File: src/rtl/brick_field.sv
// Brick grid state and per-frame ball/brick collision engine; BRICK_SCORE_EN adds a saturating score counter.
// Latency: a hit at corner k clears its brick at E0+1+k with hit_pulse in the same cycle; busy at most 5 cycles; no backpressure.
module brick_field #(
    parameter int COLS      = 10,
    parameter int ROWS      = 5,
    parameter int BRICK_W   = 64,
    parameter int BRICK_H   = 16,
    parameter int TOP_Y     = 40,
    parameter int BALL_SIZE = 8
) (
    input  logic                   clk,
    input  logic                   rst,
    input  logic                   frame_tick,
    input  logic                   reload,
    input  logic [9:0]             ball_x,
    input  logic [9:0]             ball_y,
    output logic [ROWS*COLS-1:0]   brick_state,
    output logic                   hit_pulse,
    output logic [5:0]             hit_index,
    output logic                   all_clear,
    output logic [15:0]            score
);

    localparam int          NB     = ROWS * COLS;
    localparam int          XSH    = $clog2(BRICK_W);
    localparam int          YSH    = $clog2(BRICK_H);
    localparam logic [10:0] GRID_W = 11'(COLS * BRICK_W);
    localparam logic [10:0] TOP_L  = 11'(TOP_Y);
    localparam logic [10:0] BOT_L  = 11'(TOP_Y + ROWS * BRICK_H);
    localparam logic [10:0] OFS    = 11'(BALL_SIZE - 1);
    localparam logic [10:0] COLS_L = 11'(COLS);

    typedef enum logic [1:0] {IDLE, CHECK, HIT} state_t;

    state_t          state_q, state_d;
    logic [10:0]     bx_q, bx_d, by_q, by_d;
    logic [1:0]      corner_q, corner_d;
    logic [NB-1:0]   brick_state_q, brick_state_d;
    logic            hit_pulse_q, hit_pulse_d;
    logic [5:0]      hit_index_q, hit_index_d;
    logic            all_clear_q, all_clear_d;

    logic [10:0]     cx, cy, dy, col_w, row_w;
    logic [5:0]      idx_w;
    logic            in_grid;
    logic [NB-1:0]   alive_vec;

    // Corner k selects +BALL_SIZE-1 on x with bit 0 and on y with bit 1.
    always_comb begin
        cx        = bx_q + (corner_q[0] ? OFS : 11'd0);
        cy        = by_q + (corner_q[1] ? OFS : 11'd0);
        dy        = cy - TOP_L;
        col_w     = cx >> XSH;
        row_w     = dy >> YSH;
        idx_w     = 6'(row_w * COLS_L + col_w);
        in_grid   = (cx < GRID_W) && (cy >= TOP_L) && (cy < BOT_L);
        alive_vec = brick_state_q >> idx_w;
    end

`ifdef BRICK_SCORE_EN
    logic [5:0]  hit_row_q, hit_row_d;
    logic [15:0] score_q, score_d;
    logic [16:0] score_sum;
`endif

    always_comb begin
        state_d       = state_q;
        bx_d          = bx_q;
        by_d          = by_q;
        corner_d      = corner_q;
        brick_state_d = brick_state_q;
        hit_pulse_d   = 1'b0;
        hit_index_d   = hit_index_q;
`ifdef BRICK_SCORE_EN
        hit_row_d     = hit_row_q;
        score_d       = score_q;
        score_sum     = {1'b0, score_q} + 17'(ROWS) - 17'(hit_row_q);
`endif
        if (reload) begin
            brick_state_d = '1;
            state_d       = IDLE;
        end else begin
            case (state_q)
                IDLE: begin
                    if (frame_tick) begin
                        bx_d     = {1'b0, ball_x};
                        by_d     = {1'b0, ball_y};
                        corner_d = 2'd0;
                        state_d  = CHECK;
                    end
                end
                CHECK: begin
                    if (in_grid && alive_vec[0]) begin
                        brick_state_d = brick_state_q & ~(NB'(1) << idx_w);
                        hit_index_d   = idx_w;
                        hit_pulse_d   = 1'b1;
                        state_d       = HIT;
`ifdef BRICK_SCORE_EN
                        hit_row_d     = row_w[5:0];
`endif
                    end else begin
                        corner_d = corner_q + 2'd1;
                        if (corner_q == 2'd3) begin
                            state_d = IDLE;
                        end
                    end
                end
                HIT: begin
                    state_d = IDLE;
`ifdef BRICK_SCORE_EN
                    score_d = score_sum[16] ? 16'hFFFF : score_sum[15:0];
`endif
                end
                default: state_d = IDLE;
            endcase
        end
        all_clear_d = (brick_state_d == '0);
    end

    always_ff @(posedge clk or posedge rst) begin
        if (rst) begin
            state_q       <= IDLE;
            bx_q          <= '0;
            by_q          <= '0;
            corner_q      <= '0;
            brick_state_q <= '1;
            hit_pulse_q   <= 1'b0;
            hit_index_q   <= '0;
            all_clear_q   <= 1'b0;
        end else begin
            state_q       <= state_d;
            bx_q          <= bx_d;
            by_q          <= by_d;
            corner_q      <= corner_d;
            brick_state_q <= brick_state_d;
            hit_pulse_q   <= hit_pulse_d;
            hit_index_q   <= hit_index_d;
            all_clear_q   <= all_clear_d;
        end
    end

`ifdef BRICK_SCORE_EN
    always_ff @(posedge clk or posedge rst) begin
        if (rst) begin
            hit_row_q <= '0;
            score_q   <= '0;
        end else begin
            hit_row_q <= hit_row_d;
            score_q   <= score_d;
        end
    end
    assign score = score_q;
`else
    assign score = 16'd0;
`endif

    assign brick_state = brick_state_q;
    assign hit_pulse   = hit_pulse_q;
    assign hit_index   = hit_index_q;
    assign all_clear   = all_clear_q;

endmodule

File: config.mk
export PLATFORM = sky130hd
export DESIGN_NAME = brick_field
export DESIGN_NICKNAME = d
export VERILOG_FILES = /design/src/rtl/brick_field.sv
export SDC_FILE = /design/constraint.sdc
export NUM_CORES = 1
export LEC_CHECK = 0
export CORE_UTILIZATION = 35
export CTS_CLUSTER_DIAMETER = 120
export DETAILED_ROUTE_END_ITERATION = 10
export SYNTH_ARGS = -nofsm -noshare
export SYNTH_HDL_FRONTEND = slang
export SYNTH_SLANG_ARGS = --single-unit
File: constraint.sdc
create_clock -name clk -period 6 [get_ports clk]
set_clock_uncertainty 0.2 [all_clocks]
set_input_delay 0.6 -clock clk [delete_from_list [all_inputs] [get_ports clk]]
set_output_delay 0.6 -clock clk [all_outputs]
set_load 0.02 [all_outputs]
==> out/results.tsv <==
metric	value	unit
start_util	0.357	
cp-start-kind	flip-flop	
vias_per_cell	5.53	
drt_first_pass_iters	5	
tightest_slew	1080	ps
drc_errors	0	
synth_edf_count	0	
grt_max_degree	83	
antenna_found_initial	0	
cp_max_fo	6	
wl_per_cell	19.1	um
grt_usage	0.226	
fin_crit	5870	ps
die_h	129	um
overflow	0	
cts_root_buffer	clkbuf_16	
cts_tree	built	
place_ws	-263	ps
final_layout_size_suffix_gt1_frac	0.306	
synth_seq_cells	82	
die_area	0.0166	sq mm
critPathCaptureType	flip-flop	
coreArea	0.0158	sq mm
clkSlewWorstSetupHoldPaths	60	ps
first_iter_violations	455	
numCtsBuffers	9	
cts_max_level	3	
grt_pass1_vias	5037	
crit_required	6050	ps
hpwl	13400	um
clk_latency	350	ps
synth_top_area_cell	dfstp_2	
synthDistinctLibCells	79	
hold_class	flip-flop to flip-flop	
finalWorstSetupSlack	133	ps
portBuffers	81	
area_growth	36.2	%
cp.arrival	5920	ps
synth_top_area_frac	0.233	
fin_crit_sh	0.978	
async_flop_share	1.00	
synth.area.top_cells	dfstp_2 23%, dfrtp_1 14%, nand2_1 5.2%, mux2_2 4.6%, ha_1 3.5%	
slew_violations	0	
yosys_most_used_dff	dfstp_2	
fin_cells	964	
n_antenna_cell	0	
syn_inst	616	
avgSynthCellArea	9.17	sq um
relSlewSlack	0.280	
core.rowCount	46	
hold_violations	0	
synth_area	0.00565	sq mm
ioPinCount	98	
status	completed	
synth_sequential_area_ratio	0.374	
clk_path_buf_depth	2	
grt_pass1_wl	28500	um
antenna_left	0	
crit_type	flip-flop to flip-flop	
vias	5328	
fillCellCount	1515	
clock_sinks	82	
routed_wl	18500	um
maxCapViolations	0	
max_freq	170	MHz
holdWs	296	ps
setup_violations	0	
nets	785	
final_util	0.486	
die_x	129	um
gp_congestion	0.914	
yosysWarnings	0	
place_inst	931	
==> final cells by class <==
cell class | count | area [sq um] | area share
Sequential cell | 82 | 2110 | 0.275
Clock buffer | 12 | 268 | 0.0348
Inverter | 15 | 57.6 | 0.00748
Clock inverter | 4 | 23.8 | 0.00309
Tap cell | 216 | 270 | 0.0351
Timing Repair Buffer | 155 | 1390 | 0.180
Multi-Input combinational cell | 480 | 3570 | 0.464
==> kinds of logic after synthesis <==
| family | Yosys count | synth area share |
|---|---|---|
| other | 1 | 0.000664 |
| and+or+nand+nor | 243 | 0.215 |
| muxes | 37 | 0.0760 |
| DFF | 82 | 0.374 |
| xor gates and xnor gates | 23 | 0.0403 |
| buffers and inverters | 69 | 0.0616 |
| adders and majority gates | 18 | 0.0425 |
| AOI/OAI and AO/OA | 143 | 0.189 |
==> worst paths after layout <==
kind | endpoint | slack, ps | start | cells after the start
max | all_clear | 130 | corner_q[1] | 23
min | brick_state[35] | 300 | brick_state[35] | 2
max reg2reg | all_clear | 130 | corner_q[1] | 23
min reg2reg | brick_state[35] | 300 | brick_state[35] | 2
max in group asynchronous | bx_q[3] | 4210 | rst | 3
min in group asynchronous | hit_index[4] | 700 | rst | 3
==> repair_timing <==
| action | 4_1_cts | 5_1_grt |
|---|---|---|
| hold buffers | 0 | 0 |
| gates resized for setup | 8 | 51 |
| endpoints found under the setup margin | 1 | 7 |
| pin swaps | 4 | 26 |
| buffers inserted | 4 | 12 |
| cloned | 0 | 1 |
==> cells in the final DEF, fill, tap and decap left out, types with 4 or more instances in the layout <==
| cell | synthesis | layout |
|---|---|---|
| a211oi_1 | 6 | 6 |
| a21o_1 | 15 | 15 |
| a21oi_1 | 20 | 18 |
| a31oi_1 | 8 | 8 |
| a41oi_1 | 4 | 4 |
| and2_1 | 6 | 6 |
| and3_1 | 9 | 9 |
| buf_4 | 17 | 69 |
| clkbuf_16 | 0 | 10 |
| clkdlybuf4s50_1 | 0 | 81 |
| clkinv_2 | 0 | 4 |
| conb_1 | 1 | 16 |
| dfrtp_1 | 32 | 32 |
| dfstp_2 | 50 | 50 |
| ha_1 | 16 | 9 |
| ha_4 | 0 | 5 |
| inv_1 | 15 | 13 |
| mux2_1 | 4 | 4 |
| mux2_2 | 23 | 23 |
| mux2i_1 | 8 | 8 |
| nand2_1 | 78 | 75 |
| nand2b_1 | 12 | 11 |
| nand3_1 | 18 | 16 |
| nand4_1 | 14 | 14 |
| nor2_1 | 46 | 42 |
| nor2_2 | 0 | 4 |
| nor2b_1 | 8 | 8 |
| nor3_1 | 13 | 12 |
| nor4_1 | 9 | 6 |
| o21ai_0 | 25 | 24 |
| o22ai_1 | 6 | 6 |
| o41ai_1 | 9 | 5 |
| or2_2 | 8 | 8 |
| or3_1 | 6 | 5 |
| xnor2_1 | 11 | 6 |
| xnor2_2 | 1 | 5 |
| xor2_1 | 10 | 6 |
| xor2_2 | 0 | 4 |
==> routing by layer <==
layer | vias to the layer above | part of all wire | global-route usage
li1 | 2483 | - | -
met1 | 2618 | 0.46 | 0.323
met2 | 190 | 0.45 | 0.341
met3 | 37 | 0.070 | 0.0462
met4 | 0 | 0.021 | 0.0734
met5 | - | 0 | 0
==> synthesized netlist by cell type (9+ instances only) <==
cell / instances
ha_1: 16
nor4_1: 9
o21ai_0: 25
a21o_1: 15
nand4_1: 14
nor2_1: 46
and3_1: 9
nand2b_1: 12
buf_4: 17
nand3_1: 18
dfrtp_1: 32
dfstp_2: 50
xor2_1: 10
xnor2_1: 11
mux2_2: 23
inv_1: 15
buf_2: 14
nor3_1: 13
a21oi_1: 20
nand2_1: 78
o41ai_1: 9
clkbuf_1: 21
==> worst max-delay path: stages, from the launching register on <==
cell and delay [ps]:
dfrtp_1 390, ha_2 210, fa_2 370, buf_4 160, a311o_1 340, and3_1 190, a211oi_2 170, or2_1 150
nand2_1 60, ha_1 320, ha_4 250, buf_4 150, xor2_2 200, buf_4 170, and2_1 190, and4_4 180
a2111oi_4 380, a31oi_4 100, buf_6 190, o41ai_4 360, nand4_1 260, nor4_4 300, nand4_1 160, nor4_1 310
==> sequential cells by signal (all words and copies together), names as in the netlist <==
name / cells
by_q: 10
hit_index: 6
state_q: 2
brick_state: 50
bx_q: 10
all_clear: 1
corner_q: 2
hit_pulse: 1
==> stage by stage <==
| step | instance area, sq um | setup TNS, ps |
|---|---|---|
| 2_1_floorplan | 5700 | 0 |
| 3_3_place_gp | 6940 | -83.6 |
| 3_5_place_dp | 6940 | -263 |
| 4_1_cts | 7310 | 0 |
| 5_1_grt | 7690 | -45.6 |
| 6_report | 7690 | 0 |
Power is left out: the tool's default activity adds up to more than one toggle a clock period on the data nets, which glitch-free logic cannot reach.
